--- src/rtl/muldiv_unit.sv ---
// Multi-cycle signed multiply (radix-2 Booth) and divide (restoring, on magnitudes) unit.
// Loads the HI/LO pair 32 edges after a start and flags divide-by-zero without starting.
module muldiv_unit #(
   parameter int WIDTH = 32,
   parameter int CNT_W = 6
) (
   input  logic             clk,
   input  logic             reset,
   input  logic             multStart,
   input  logic             divStart,
   input  logic [WIDTH-1:0] srcA,
   input  logic [WIDTH-1:0] srcB,
   output logic [WIDTH-1:0] hiOut,
   output logic [WIDTH-1:0] loOut,
   output logic             busy,
   output logic             done,
   output logic             div0
);

   typedef enum logic [1:0] {IDLE, MULT, DIV, DONE} state_t;

   state_t           state;
   logic [CNT_W-1:0] count;
   logic [WIDTH:0]   accReg;
   logic [WIDTH-1:0] qReg;
   logic             qm1;
   logic [WIDTH-1:0] opReg;
   logic             signA;
   logic             signB;

   logic [WIDTH-1:0] absA;
   logic [WIDTH-1:0] absB;
   logic             lastIter;

   logic [WIDTH:0]   mcandExt;
   logic [WIDTH:0]   boothSum;
   logic [WIDTH:0]   boothAcc;
   logic [WIDTH-1:0] boothQ;
   logic             boothQm1;

   logic [WIDTH:0]   divShift;
   logic [WIDTH+1:0] divDiff;
   logic             divOk;
   logic [WIDTH-1:0] divRem;
   logic [WIDTH-1:0] divQuot;
   logic [WIDTH-1:0] quotFinal;
   logic [WIDTH-1:0] remFinal;

   assign absA     = srcA[WIDTH-1] ? -srcA : srcA;
   assign absB     = srcB[WIDTH-1] ? -srcB : srcB;
   assign lastIter = (count == CNT_W'(WIDTH - 1));

   // The accumulator is one bit wider than the operand so that subtracting a
   // multiplicand of -2^(WIDTH-1) cannot overflow before the arithmetic shift.
   always_comb begin
      mcandExt = {opReg[WIDTH-1], opReg};
      boothSum = accReg;
      case ({qReg[0], qm1})
         2'b01:   boothSum = accReg + mcandExt;
         2'b10:   boothSum = accReg - mcandExt;
         default: boothSum = accReg;
      endcase
      boothAcc = {boothSum[WIDTH], boothSum[WIDTH:1]};
      boothQ   = {boothSum[0], qReg[WIDTH-1:1]};
      boothQm1 = qReg[0];
   end

   // Restoring step: the partial remainder is always below the divisor, so it
   // fits in WIDTH bits; the trial difference carries an extra sign bit.
   always_comb begin
      divShift  = {accReg[WIDTH-1:0], qReg[WIDTH-1]};
      divDiff   = {1'b0, divShift} - {2'b00, opReg};
      divOk     = ~divDiff[WIDTH+1];
      divRem    = divOk ? divDiff[WIDTH-1:0] : divShift[WIDTH-1:0];
      divQuot   = {qReg[WIDTH-2:0], divOk};
      quotFinal = (signA ^ signB) ? -divQuot : divQuot;
      remFinal  = signA ? -divRem : divRem;
   end

   always_ff @(posedge clk or posedge reset) begin
      if (reset) begin
         state  <= IDLE;
         count  <= '0;
         accReg <= '0;
         qReg   <= '0;
         qm1    <= 1'b0;
         opReg  <= '0;
         signA  <= 1'b0;
         signB  <= 1'b0;
         hiOut  <= '0;
         loOut  <= '0;
         busy   <= 1'b0;
         done   <= 1'b0;
         div0   <= 1'b0;
      end else begin
         done <= 1'b0;
         div0 <= 1'b0;
         case (state)
            IDLE: begin
               if (multStart) begin
                  opReg  <= srcA;
                  qReg   <= srcB;
                  accReg <= '0;
                  qm1    <= 1'b0;
                  count  <= '0;
                  busy   <= 1'b1;
                  state  <= MULT;
               end else if (divStart) begin
                  if (srcB == '0) begin
                     div0 <= 1'b1;
                  end else begin
                     opReg  <= absB;
                     qReg   <= absA;
                     signA  <= srcA[WIDTH-1];
                     signB  <= srcB[WIDTH-1];
                     accReg <= '0;
                     count  <= '0;
                     busy   <= 1'b1;
                     state  <= DIV;
                  end
               end
            end
            MULT: begin
               accReg <= boothAcc;
               qReg   <= boothQ;
               qm1    <= boothQm1;
               count  <= count + CNT_W'(1);
               if (lastIter) begin
                  hiOut <= boothAcc[WIDTH-1:0];
                  loOut <= boothQ;
                  busy  <= 1'b0;
                  done  <= 1'b1;
                  state <= DONE;
               end
            end
            DIV: begin
               accReg <= {1'b0, divRem};
               qReg   <= divQuot;
               count  <= count + CNT_W'(1);
               if (lastIter) begin
                  hiOut <= remFinal;
                  loOut <= quotFinal;
                  busy  <= 1'b0;
                  done  <= 1'b1;
                  state <= DONE;
               end
            end
            DONE: begin
               state <= IDLE;
            end
            default: begin
               state <= IDLE;
            end
         endcase
      end
   end

endmodule

--- config.mk ---
export PLATFORM = sky130hd
export DESIGN_NAME = muldiv_unit
export DESIGN_NICKNAME = d
export VERILOG_FILES = /design/src/rtl/muldiv_unit.sv
export SDC_FILE = /design/constraint.sdc
export NUM_CORES = 1
export LEC_CHECK = 0
export BUFFER_PORTS_ARGS = -buffer_cell sky130_fd_sc_hd__buf_4
export CORE_MARGIN = 1
export CORE_UTILIZATION = 30
export DETAILED_ROUTE_END_ITERATION = 8
export PLACE_DENSITY = 0.54
export SYNTH_ARGS = -nofsm -noshare
export SYNTH_HDL_FRONTEND = slang
export SYNTH_SLANG_ARGS = --single-unit
--- constraint.sdc ---
create_clock -name clk -period 9.75 [get_ports clk]
set_input_delay 1.4625 -clock clk [delete_from_list [all_inputs] [get_ports clk]]
set_output_delay 1.4625 -clock clk [all_outputs]
set_load 0.05 [all_outputs]
# ---- Word level (Yosys, flattened, before mapping)
# Cells that the tools add are included.
dict set report totals {
  in_bits 68
  out_inout_bits 67
  word_cells 99
  regBits 175
}
dict set report classes {
  eq_ne 13
  n_reduce_logical 16
  muxes 45
  add_sub_neg 8
  bitwise 4
}
# operator count
set ops {}
lappend ops {{$mux W32} 15}
lappend ops {{$neg A32 Y32} 4}
lappend ops {{$pmux W32 S2} 2}
lappend ops {{$mux W33} 3}
lappend ops {{$pmux W33 S3} 1}
lappend ops {{$pmux W32 S3} 1}
lappend ops {{$pmux W33 S2} 1}
lappend ops {{$sub A33 B32 Y34} 1}
lappend ops {{$add A33 B33 Y33} 1}
lappend ops {{$sub A33 B33 Y33} 1}
lappend ops {{$logic_not A32 Y1} 1}
lappend ops {{$mux W6} 3}
lappend ops {{$reduce_and A3 Y1} 5}
lappend ops {{$pmux W6 S2} 1}
lappend ops {{$mux W1} 11}
lappend ops {{$mux W2} 4}
lappend ops {{$ne A2 B2 Y1 const B} 4}
lappend ops {{$reduce_and A4 Y1} 2}
lappend ops {{$reduce_bool A2 Y1} 4}
lappend ops {{$add A6 B1 Y6 const B} 1}
lappend ops {{$eq A2 B2 Y1 const B} 3}
lappend ops {{$eq A6 B5 Y1 const B} 1}
lappend ops {{$ne A3 B3 Y1 const B} 2}
lappend ops {{$pmux W2 S3} 1}
lappend ops {{9 further kinds} 13}

# ---- Depth between registers and ports, before layout
# Gate-level depths: netlist of run 1.
dict set report logic_depth {
  depth_word 6
  depth_mapped 25
  mapped_depth_nobuf 21
}

# ---- Worst setup path after synthesis of run 1
# OpenSTA, ideal clock, no wires.
dict set report synth_timing {
  kind {flip-flop to flip-flop}
  from {register accReg[21]}
  to {register hiOut[30]}
  t_required_ns 9.619
  arrival_time_ns 4.924
  setup_slack_ns 4.695
  stages_incl_launch_ff 23
  path_buffers 4
  period_less_slack_ns 5.055
  setup_time_ns 0.131
  path_cell_list {dfrtp_1 -> ha_1 -> clkbuf_1 -> nand2_1 -> nor4_4 -> nand4_1 -> o22a_2 -> nand2_4 -> buf_2 -> buf_1 -> clkbuf_1 -> nand2_1 -> o21ai_0 -> ha_1 -> nand3b_1 -> nor3_1 -> nand2_1 -> nor3_1 -> a41oi_1 -> or4_4 -> o41ai_2 -> nor3b_1 -> or3_1}
}
dict set report synth_via {
  elab_chain_len 6
  word_cells_on_any_way 10
  classes_between {add/sub (4); mux (6)}
}
# element line_no
set synth_rtl {}
lappend synth_rtl {{start: declaration} 24} ;# logic [WIDTH:0] accReg;
lappend synth_rtl {{start signal: assignment} 124} ;# accReg <= boothAcc;
lappend synth_rtl {{start signal: assignment} 137} ;# accReg <= {1'b0, divRem};
lappend synth_rtl {{$sub A33 B32 Y34} 72} ;# divDiff = {1'b0, divShift} - {2'b00, opReg};
lappend synth_rtl {{$mux W32} 74} ;# divRem = divOk ? divDiff[WIDTH-1:0] : divShift[WIDTH-1:0];
lappend synth_rtl {{$neg A32 Y32} 77} ;# remFinal = signA ? -divRem : divRem;
lappend synth_rtl {{$mux W32} 77}
lappend synth_rtl {{$mux W32} 140} ;# if (lastIter) begin
lappend synth_rtl {{$pmux W32 S2 (*)} 98} ;# case (state)
lappend synth_rtl {{end signal: assignment} 129} ;# hiOut <= boothAcc[WIDTH-1:0];
lappend synth_rtl {{end signal: assignment} 141} ;# hiOut <= remFinal;
lappend synth_rtl {{end: declaration} 13} ;# output logic [WIDTH-1:0] hiOut,
# Mark *: on every way between the ends. The rest lies on a longest branch, timed or not. The select of a mux whose other input is x is not followed.
# A chain may end at the register's enable or synchronous reset.

# ---- Final worst setup path of run 1
dict set report layout_timing {
  from {register opReg[26]}
  to {register hiOut[26]}
}
dict set report layout_via {
  elab_chain_len 6
  word_cells_on_any_way 10
  classes_between {add/sub (4); mux (6)}
}
# element line_no
set layout_rtl {}
lappend layout_rtl {{start: declaration} 27} ;# logic [WIDTH-1:0] opReg;
lappend layout_rtl {{start signal: assignment} 101} ;# opReg <= srcA;
lappend layout_rtl {{start signal: assignment} 112} ;# opReg <= absB;
lappend layout_rtl {{$sub A33 B32 Y34} 72}
lappend layout_rtl {{$mux W32} 74}
lappend layout_rtl {{$neg A32 Y32} 77}
lappend layout_rtl {{$mux W32} 77}
lappend layout_rtl {{$mux W32} 140}
lappend layout_rtl {{$pmux W32 S2 (*)} 98}
# Marked as above.

==> summary.md, run 1 <==
| Metric | Value |
|---|---|
| Post-synthesis cell area | 0.0165 sq mm |
| Setup TNS | 0 ns |
| Period Utilization, post-route | 60.8% |
| Die height | 237 um |
| # Post-CTS Setup Buffers | 0 |
| Crit path launch | opReg[26] |
| Final Setup Violations | 0 |
| Number of H-tree levels | 4 |
| Starting Density | 30.5% |
| Hold Buf Count CTS | 0 |
| Seq/Total Area, Yosys | 26.5% |
| RSZ-0062 raised after global routing | false |
| Final hold violation count | 0 |
| Number of port buffers | 134 |
| Post-layout net count | 2402 |
| Max Clock Freq | 0.169 GHz |
| # resized after CTS | 0 |
| Skew final | 0.0194 ns |
| Arr. time, crit path | 6.33 ns |
| Share of cells above drive strength 1 | 10.5% |
| Area of the core | 0.0541 sq mm |
| Synth top area share | 26.5% |
| Synth Instances | 2215 |
| Routability cong. | 0.940 |
| Vias post-DR | 16800 |
| Clock-pin slew on the worst setup and hold paths | 0.08 ns |
| Worst skew pair latency | 0.49 ns |
| Slew @ Worst Pin | 1.05 ns |
| CP startpoint kind | flip-flop |
| Ys flop type | dfrtp_1 |
| Worst Hold Launch | hiOut[15] |
| Vias per Instance | 5.66 |
| Max Transition Viols Final | 0 |
| Sink Count | 175 |
| R2r startpoint | opReg[26] |
| Root Driver | clkbuf_16 |
| Ys Warns | 0 |
| 1st-pass router iterations | 6 |
| CTS tree | yes |
| FFs w/ async S/R, synth | 100% |
| Final HPWL DP | 47300 um |
| Routed WL | 61100 um |
| Max incr delay on CP | 0.54 ns |
| Top post-synthesis cells by area | dfrtp_1 26%, o21ai_0 8.6%, nand2_1 7.6% |
| Worst EP required | 10.16 ns |
| Maximum number of pins on one net before global-route repair | 111 |
| Gr usage total | 21.5% |
| WHS Path Cells | 2 |
| Worst-case clock buffer depth | 2 |
| Synthesized flop and latch total | 175 |
| Element type at the critical path end | flip-flop |
| Rows | 85 |
| Worst slew margin | 29.7% |
| Wire length per cell | 20.6 um |
| First-pass GRT wire length | 93300 um |
| Total clock buffers created by CTS | 17 |
| Worst-path cell chain | inv_1 > ha_1 > nand4_1 > nor4_2 > nand4_1 > o22a_2 > nand2_4 > nand2_1 > o21ai_0 > ha_1 > nand3b_1 > nor3_1 > nand2_1 > nor3_1 > a31o_2 > o2111ai_1 > nor3b_1 > nor4b_1 > nor2_1 > a31oi_1 |
| Antenna violations before repair | 1 |
| Critical Path Fanout Max | 52 |
| Boundary Pins | 135 |
| Mean area per synthesized cell | 7.46 sq um |
| Iter 0 DRT Violations | 1522 |
| Worst Hold Class | flip-flop to flip-flop |
| Post-layout min period | 5.92 ns |
| Final ANT Viol Nets | 0 |
| R2R setup slack | 3.83 ns |
| Die ar. | 0.0560 sq mm |
| Synth cell types | 86 |
| Hold Crit Endpoint | hiOut[15] |
| Die X | 237 um |
| Max-cap viol count | 0 |
| Reg-to-reg endpoint | hiOut[26] |
| R2R depth | 20 |
| Vias in the first global route | 15600 |
| Post-synth top area cell | dfrtp_1 |
| CP max stage cell | nand2_4 |
| DRC violations left | 0 |
| Status | finished, final reports clean |
| Number of enable flip-flop cells after synthesis | 0 |
| Layout area overhead | 13.1% |
| WS Path Type | flip-flop to flip-flop |
| Grt total ovfl | 0 |
| Syn_nets | 2360 |
worst max path at each step:
| stage | cells past startpoint | end |
|---|---|---|
| final | 20 | hiOut[26] |
| after global routing | 20 | hiOut[26] |
| after CTS | 20 | hiOut[26] |
| after detailed placement | 14 | qReg[5] |
| after global placement | 14 | qReg[5] |
| after floorplan | 1 | accReg[0] |
cell type report:
class	count	area, sq um
Timing Repair Buffer	152	1140
Clock buffer	19	453
Sequential cell	175	4380
Antenna cell	2	5.00
Tap cell	696	871
Clock inverter	13	144
Multi-Input combinational cell	1838	11400
Fill cell	5675	35400
Inverter	73	282
metal layers:
layer	track usage [%]	vias to the layer above	wire length, um
met2	33.5	592	27300
met3	4.53	85	4220
met5	0	-	0
met4	8.66	0	2210
met1	29.0	8010	27400
li1	-	8119	-
cells in the final DEF, fill, tap and decap left out, types with 6 or more instances in the layout:
| cell type | n |
|---|---|
| nand3_1 | 45 |
| nor3b_1 | 10 |
| o21ai_1 | 6 |
| a22oi_1 | 36 |
| or3_1 | 22 |
| a211o_1 | 9 |
| and3_1 | 18 |
| xnor2_1 | 87 |
| a21o_1 | 19 |
| buf_4 | 152 |
| and2_1 | 12 |
| nor4_1 | 15 |
| o221ai_1 | 19 |
| nand4_1 | 13 |
| dfrtp_1 | 175 |
| o21ai_0 | 283 |
| o21bai_1 | 8 |
| o21a_1 | 11 |
| a31oi_1 | 31 |
| nor2b_1 | 11 |
| mux2i_1 | 39 |
| xor2_1 | 88 |
| clkbuf_16 | 17 |
| a221o_1 | 10 |
| mux2_2 | 15 |
| a211oi_1 | 14 |
| o31a_1 | 6 |
| ha_1 | 72 |
| o211ai_1 | 17 |
| a21oi_1 | 168 |
| inv_1 | 69 |
| nand2b_1 | 25 |
| nand2_1 | 336 |
| or4_1 | 23 |
| o31ai_1 | 26 |
| o41ai_1 | 20 |
| nor3_1 | 44 |
| nor2_1 | 176 |
synthesized netlist by cell type (all sizes together) (12+ instances only):
| cell type | instances |
|---|---|
| nand2 | 339 |
| o21ai | 291 |
| nor2 | 176 |
| dfrtp | 175 |
| a21oi | 172 |
| clkbuf | 95 |
| xor2 | 88 |
| xnor2 | 87 |
| ha | 75 |
| inv | 71 |
| nand3 | 45 |
| nor3 | 45 |
| mux2i | 39 |
| a22oi | 36 |
| buf | 34 |
| a31oi | 31 |
| o31ai | 27 |
| nand2b | 26 |
| or4 | 24 |
| or3 | 22 |
| o41ai | 21 |
| a21o | 19 |
| o221ai | 19 |
| and3 | 18 |
| nor4 | 17 |
| o211ai | 17 |
| a211oi | 16 |
| mux2 | 15 |
| nand4 | 13 |
| and2 | 12 |
| nor3b | 12 |
logic make-up after synthesis:
kind of cell,count (synthesis),synth area share [%]
adders and majority gates,77,5.92
buffers and inverters,202,4.69
AOI/OAI and AO/OA,752,28.3
muxes,54,3.38
xor gates and xnor gates,175,9.27
DFF,175,26.5
and+or+nand+nor,780,21.9
critical path: cells and delay by family (launching register included):
family	cells	cell delay [ns]
compound gates	5	1.19
fa+ha+maj	2	0.76
buf+inv	1	0.13
flops	1	0.43
simple gates	12	3.31
metrics by stage:
step	util (%)	hold WS [ns]	cells	instance area (sq um)	setup slack [ns]
after CTS	34.5	0.489	2966	18700	4.05
final	34.5	0.477	2968	18700	3.83
after detailed placement	33.4	0.473	2934	18100	3.84
after global routing	34.5	0.502	2966	18700	3.32
after floorplan	-	0.466	2215	16500	3.54
after global placement	33.4	0.468	2934	18100	3.85
registers in the layout, summed over array words and instances (netlist names):
name    flops
signB       1
busy        1
loOut      32
qm1         1
done        1
opReg      32
signA       1
div0        1
qReg       32
hiOut      32
state       2
count       6
accReg     33
Power of run 1 is left out: the tool's default activity adds up to more than one toggle a clock period on the data nets, which glitch-free logic cannot reach.
==> run 2, diff against run 1 <==
--- a/config.mk
+++ b/config.mk
@@ -5,11 +5,12 @@
 export SDC_FILE = /design/constraint.sdc
 export NUM_CORES = 1
 export LEC_CHECK = 0
+export ABC_AREA = 1
 export BUFFER_PORTS_ARGS = -buffer_cell sky130_fd_sc_hd__buf_4
 export CORE_MARGIN = 1
 export CORE_UTILIZATION = 30
 export DETAILED_ROUTE_END_ITERATION = 8
-export PLACE_DENSITY = 0.54
+export PLACE_DENSITY = 0.55
 export SYNTH_ARGS = -nofsm -noshare
 export SYNTH_HDL_FRONTEND = slang
 export SYNTH_SLANG_ARGS = --single-unit
==> constraint.sdc (replaced) <==
create_clock -name clk -period 5 [get_ports clk]
set_input_delay 0.75 -clock clk [delete_from_list [all_inputs] [get_ports clk]]
set_output_delay 0.75 -clock clk [all_outputs]
set_load 0.05 [all_outputs]
==> run 2 against run 1 <==
Effect of this change:
- count of clock-buffer cells in the layout down 2
- clock skew down 0.00082 ns
- non-clock buffer count up 20
- area after synthesis is 8.4% higher
- worst setup slack lost 3.5 ns
==> summary.md, run 2 <==
| Metric | Value |
|---|---|
| Status | finished, final reports clean |
| GR peak layer | met2 |
| Post-layout min period | 4.63 ns (-1.29 ns) |
| Met2 global-route usage | 40.3% (+6.7 points) |
| Post-synthesis cell area | 0.0179 sq mm (+8.4%) |
| Max-cap viol count | 0 (unchanged) |
| Ys Warns | 0 (unchanged) |
| Sink Count | 175 (unchanged) |
| RSZ-0062 raised after global routing | false |
| WS Path Type | flip-flop to flip-flop |
| Final hold violation count | 0 (unchanged) |
| Skew final | 0.0186 ns (-0.000815 ns) |
| Peak VDD IR | 0.359 mV |
| Period Utilization, post-route | 92.6% (+32 points) |
| Final cell count without fillers | 3804 (+28%) |
| Seq/Total Area, Yosys | 24.4% (-2.1 points) |
| Root Driver | clkbuf_16 |
| # resized after CTS | 0 (unchanged) |
| Synth Instances | 2933 (+32%) |
| Iter 0 DRT Violations | 1722 (+13%) |
| FF/Latch Area | 0.00438 sq mm (unchanged) |
| Synth top area share | 24.4% (-2.1 points) |
| Die ar. | 0.0607 sq mm (+8.3%) |
| CP startpoint kind | flip-flop |
| Number of port buffers | 134 (unchanged) |
| N_diodes | 0 (-2) |
| Max Transition Viols Final | 0 (unchanged) |
| Number of H-tree levels | 4 (unchanged) |
| Hold Buf Count CTS | 0 (unchanged) |
| Arr. time, crit path | 5.05 ns (-1.28 ns) |
| Pleak | 10.5 nW |
| Element type at the critical path end | flip-flop |
| Met3 global-route usage | 2.80% (-1.7 points) |
| Share of cells above drive strength 1 | 9.80% (-0.73 points) |
| Max reg flops | 33 (unchanged) |
| Met1 Use GR | 31.9% (+2.9 points) |
| Die X | 246 um (+4.1%) |
| DRC violations left | 0 (unchanged) |
| Antenna violations before repair | 0 (-1) |
| Worst skew pair latency | 0.49 ns (about the same) |
| Number of enable flip-flop cells after synthesis | 0 (unchanged) |
| # Post-CTS Setup Buffers | 0 (unchanged) |
| Largest reg by FF count | accReg |
| Setup TNS | 0 ns (unchanged) |
| Boundary Pins | 135 (unchanged) |
| Filler cells | 6678 (+18%) |
| Power Total | 0.0143 W |
| Worst EP required | 5.42 ns (-4.74 ns) |
| Most frequent cells in the layout | 899 x nand2_1, 377 x inv_1, 295 x nor2_1 |
| Synthesized flop and latch total | 175 (unchanged) |
| Total clock buffers created by CTS | 17 (unchanged) |
| Final Setup Violations | 0 (unchanged) |
| Post-layout util | 34.5% (about the same) |
| Area of the core | 0.0590 sq mm (+9.0%) |
| CTS tree | yes |
| FFs w/ async S/R, synth | 100% (unchanged) |
| Vias post-DR | 19900 (+18%) |
| Area of the multi-input gates | 0.0117 sq mm (+2.1%) |
| Routability cong. | 1.03 (+9.6%) |
| Vias in the first global route | 18200 (+17%) |
| Die height | 246 um (+4.1%) |
| Most common cell after layout, fill and taps aside | nand2_1 |
| Post-synth top cells | 900 x nand2_1, 379 x inv_1, 295 x nor2_1, 188 x o21ai_0, 175 x dfrtp_1 |
| Synth cell types | 62 (-28%) |
| Slew @ Worst Pin | 1.09 ns (+0.0325 ns) |
| Final HPWL DP | 58500 um (+24%) |
| Max Clock Freq | 0.216 GHz (+28%) |
| Starting Density | 30.4% (-0.18 points) |
| Ys flop type | dfrtp_1 |
| Most instantiated library cell after synthesis | nand2_1 |
| Wire length per cell | 19.2 um (-6.6%) |
| Grt total ovfl | 0 (unchanged) |
| Critical Path Fanout Max | 5 (-90%) |
| 1st-pass router iterations | 6 (unchanged) |
| Routed WL | 73200 um (+20%) |
| Final ANT Viol Nets | 0 (unchanged) |
| Placed Cells | 3772 (+29%) |
| Worst slew margin | 26.8% (-2.9 points) |
| WHS Path Cells | 1 (-1) |
| Layout area overhead | 13.8% |
| Vias per Instance | 5.23 (-7.6%) |
| Top post-synthesis cells by area | dfrtp_1 24%, nand2_1 19%, inv_1 7.9% |
| Post-layout net count | 3163 (+32%) |
| R2R depth | 22 (+10%) |
| Post-synth top area cell | dfrtp_1 |
| Gr usage total | 24.0% (+2.4 points) |
| Worst-case clock buffer depth | 2 (unchanged) |
| PwrDens | 702 mW/mm^2 |
| Mean area per synthesized cell | 6.11 sq um (-18%) |
| Syn_nets | 3078 (+30%) |
| Clock-pin slew on the worst setup and hold paths | 0.08 ns (about the same) |
| Worst Hold Class | flip-flop to flip-flop |
| Maximum number of pins on one net before global-route repair | 176 (+59%) |
| First-pass GRT wire length | 111000 um (+19%) |
| Rows | 89 (+4.7%) |
-- run 2: cell families after synthesis --
| kind of cell | synth area share, % |
|---|---|
| and+or+nand+nor | 36.3 |
| buffers and inverters | 10.6 |
| adders and majority gates | 5.46 |
| AOI/OAI and AO/OA | 18.5 |
| muxes | 0.0559 |
| DFF | 24.4 |
| xor gates and xnor gates | 4.60 |
-- run 2: path summary, 6_finish.rpt --
| path | slack (ns) | start | to |
|---|---|---|---|
| min in group asynchronous | 0.50 | reset | hiOut[22] |
| max in group asynchronous | 3.69 | reset | state[1] |
| max reg2reg | 0.37 | opReg[1] | hiOut[24] |
| min reg2reg | 0.48 | count[2] | count[2] |
| max | 0.37 | opReg[1] | hiOut[24] |
| min | 0.48 | count[2] | count[2] |
-- run 2: metrics by stage --
stage	worst slack [ns]	area, sq um	hold WS, ns
after detailed placement	0.290	19800	0.470
after CTS	0.253	20400	0.483
after floorplan	1.19	17900	0.446
final	0.370	20400	0.485
after global placement	0.262	19800	0.468
after global routing	0.0198	20400	0.499
-- run 2: routing by layer --
| metal | wire length (um) | up-vias |
|---|---|---|
| met3 | 4450 | 99 |
| met5 | 0 | - |
| li1 | - | 9770 |
| met4 | 2180 | 0 |
| met2 | 34500 | 722 |
| met1 | 32100 | 9307 |
-- run 2: report_power, final --
part	switching, W	leakage (nW)	internal [W]
sequential	0.000516	2.29	0.00180
combinational	0.00743	7.88	0.00314
clock	0.000743	0.295	0.000676
-- run 2: critical path, cell delays in order (launching register included) --
cell	delay [ns]
dfrtp_1	0.41
inv_1	0.14
ha_1	0.19
nand3_1	0.14
nor4_1	0.43
nand4_1	0.27
nor2_1	0.27
nand3_1	0.15
nand2_1	0.13
xor2_1	0.10
ha_1	0.41
nand2_1	0.16
nor4_2	0.58
nand3_1	0.18
nand3_1	0.21
nand2_1	0.11
nand2_1	0.07
nand2_1	0.04
a31oi_1	0.27
o21ai_0	0.12
inv_1	0.09
nand2_1	0.05
nand2_1	0.05
-- run 2: cell type report --
type | instances | share of cell area (%)
Inverter | 390 | 7.20
Sequential cell | 175 | 21.5
Multi-Input combinational cell | 2262 | 57.2
Tap cell | 773 | 4.74
Timing Repair Buffer | 172 | 6.40
Clock buffer | 17 | 2.09
Clock inverter | 15 | 0.884
No activity file was read; power rests on OpenSTA's default activity.
==> run 3, diff against run 2 <==
--- a/config.mk
+++ b/config.mk
@@ -8,9 +8,11 @@
 export ABC_AREA = 1
 export BUFFER_PORTS_ARGS = -buffer_cell sky130_fd_sc_hd__buf_4
 export CORE_MARGIN = 1
-export CORE_UTILIZATION = 30
+export CORE_UTILIZATION = 45
 export DETAILED_ROUTE_END_ITERATION = 8
-export PLACE_DENSITY = 0.55
+export GPL_TIMING_DRIVEN = 0
+export PLACE_DENSITY = 0.73
+export SKIP_CTS_REPAIR_TIMING = 1
 export SYNTH_ARGS = -nofsm -noshare
 export SYNTH_HDL_FRONTEND = slang
 export SYNTH_SLANG_ARGS = --single-unit
==> run 3 against run 2 <==
Effect of this change:
- critical path depth decreased by 1
- non-clock buffer count increased by 69
- critical endpoint is now hiOut[22]
- combinational power about the same
- sequential power increased by 2%
- fmax decreased by 0.58%
- final area decreased by 0.48%
- die area decreased by 33%
- power increased by 2.3%
- highest routed layer unchanged
- clock power about the same
- flip-flop and latch count unchanged
- hold slack got worse by 0.079 ns
==> summary.md, run 3 (same netlist as run 2, synthesis figures left out) <==
| Metric | Value |
|---|---|
| Status | finished, final reports clean |
| Wire length per cell | 20.4 um (+6.1%) |
| 1st-pass router iterations | 6 (unchanged) |
| PwrDens | 721 mW/mm^2 (+2.8%) |
| Final HPWL DP | 60800 um (+4.0%) |
| Layout area overhead | 13.2% |
| Max Clock Freq | 0.215 GHz (-0.58%) |
| Placed Cells | 3586 (-4.9%) |
| Final hold violation count | 0 (unchanged) |
| Worst skew pair latency | 0.47 ns (-0.02 ns) |
| First-pass GRT wire length | 112000 um (+0.91%) |
| Worst-case clock buffer depth | 2 (unchanged) |
| Final cell count without fillers | 3618 (-4.9%) |
| Seq pwr share | 16.1% (about the same) |
| Slew @ Worst Pin | 0.898 ns (-0.188 ns) |
| Number of port buffers | 131 (-2.2%) |
| Combinational Power Share | 74.4% (+0.5 points) |
| Area of the multi-input gates | 0.0117 sq mm (about the same) |
| Arr. time, crit path | 5.01 ns (-0.04 ns) |
| Die X | 202 um (-18%) |
| Area of the core | 0.0389 sq mm (-34%) |
| Setup TNS | 0 ns (unchanged) |
| Post-layout util | 52.1% (+18 points) |
| Vias per Instance | 5.87 (+12%) |
| Final ANT Viol Nets | 0 (unchanged) |
| Cell-internal power | 0.00560 W (-0.37%) |
| Antenna violations before repair | 0 (unchanged) |
| Filler cells | 4155 (-38%) |
| Rows | 72 (-19%) |
| Worst Hold Class | input port to asynchronous set/reset pin |
| Setup ws final | 0.343 ns (-0.0268 ns) |
| Pleak | 10.5 nW (about the same) |
| Most frequent cells in the layout | 900 x nand2_1, 376 x inv_1, 294 x nor2_1 |
| Number of H-tree levels | 4 (unchanged) |
| Die height | 202 um (-18%) |
| Maximum number of pins on one net before global-route repair | 44 (-75%) |
| Grt total ovfl | 0 (unchanged) |
| Starting Density | 46.0% (+16 points) |
| FF/Latch Area | 0.00438 sq mm (unchanged) |
| N_diodes | 0 (unchanged) |
| NetSw | 0.00903 W (+4.0%) |
| R2R depth | 21 (-4.5%) |
| Element type at the critical path end | flip-flop |
| DP Worst Slack | 0.0695 ns (-0.221 ns) |
| Largest reg by FF count | accReg |
| Peak VDD IR | 0.361 mV (+0.45%) |
| Fraction of power spent switching nets | 61.7% (+1.0 points) |
| Final Setup Violations | 0 (unchanged) |
| Vias post-DR | 21200 (+6.7%) |
| Boundary Pins | 135 (unchanged) |
| Routed WL | 73800 um (+0.87%) |
| Most common cell after layout, fill and taps aside | nand2_1 |
| Routability cong. | 1.10 (+6.4%) |
| Sink Count | 175 (unchanged) |
| Total clock buffers created by CTS | 17 (unchanged) |
| Max Transition Viols Final | 0 (unchanged) |
| CP startpoint kind | flip-flop |
| Share of cells above drive strength 1 | 8.87% (-0.93 points) |
| Max-cap viol count | 0 (unchanged) |
| Worst EP required | 5.35 ns (-0.07 ns) |
| Post-layout net count | 3232 (+2.2%) |
| Die ar. | 0.0406 sq mm (-33%) |
| Iter 0 DRT Violations | 2472 (+44%) |
| Vias in the first global route | 19600 (+7.3%) |
| Clock-pin slew on the worst setup and hold paths | 0.07 ns (about the same) |
| WS Path Type | flip-flop to flip-flop |
| Post-layout min period | 4.66 ns (+0.0268 ns) |
| DRC violations left | 0 (unchanged) |
| Gr usage total | 35.8% (+12 points) |
| Power Total | 0.0146 W (+2.3%) |
| Period Utilization, post-route | 93.1% (+0.54 points) |
| CTS tree | yes |
| Critical Path Fanout Max | 5 (unchanged) |
| Skew final | 0.0146 ns (-0.00398 ns) |
| Worst slew margin | 40.1% (+13 points) |
| Max reg flops | 33 (unchanged) |
| Root Driver | clkbuf_16 |
| Clock share of power | 9.5% (-0.4 points) |
[run 3: metrics by stage]
stage	hold slack [ns]	cell area (sq um)
floorplan	0.446	17900
global placement	0.461	19600
detailed placement	0.467	19600
CTS	0.429	20200
global route	0.451	20300
finish	0.406	20300
[run 3: routing by layer]
layer / track usage (%) / wire (um)
met3: 5.57 / 6470
met4: 22.6 / 5120
met1: 45.6 / 29800
met5: 0 / 0
met2: 56.7 / 32400
[run 3: power by group through the flow]
stage | logic (W) | registers, W | clock network, W
global placement | 0.0103 | 0.00234 | 0
detailed placement | 0.0105 | 0.00235 | 0
CTS | 0.0105 | 0.00232 | 0.00140
global route | 0.0118 | 0.00237 | 0.00145
floorplan | 0.00725 | 0.00213 | 0
finish | 0.0109 | 0.00236 | 0.00139
[run 3: final timing paths]
| path | start | to | slack (ns) |
|---|---|---|---|
| max | opReg[1] | hiOut[22] | 0.34 |
| min | reset | hiOut[14] | 0.41 |
| max in group asynchronous | reset | opReg[31] | 3.44 |
| min reg2reg | hiOut[9] | hiOut[9] | 0.48 |
| min in group clk | hiOut[9] | hiOut[9] | 0.48 |
| max reg2reg | opReg[1] | hiOut[22] | 0.34 |
[run 3: critical path, stage by stage (launching register included)]
cell      delay (ns)
dfrtp_1         0.41
inv_1           0.13
ha_1            0.18
nand3_1         0.15
nor4_1          0.40
nand4_1         0.24
nor2_1          0.24
nand2_1         0.07
nand2_1         0.08
xor2_1          0.31
ha_1            0.36
a21oi_1         0.24
a21boi_0        0.40
o21bai_1        0.19
inv_1           0.09
nand3_1         0.11
or2_2           0.29
nand3_1         0.08
o21ai_0         0.15
o21ai_0         0.21
nand3b_1        0.15
nand2_1         0.06
[run 3: area by class of cell]
class	count	share of cell area, %
Multi-Input combinational cell	2262	57.5
Sequential cell	175	21.6
Inverter	390	7.25
Timing Repair Buffer	136	5.28
Tap cell	518	3.19
Buffer	105	2.16
Clock buffer	17	2.10
Clock inverter	15	0.944
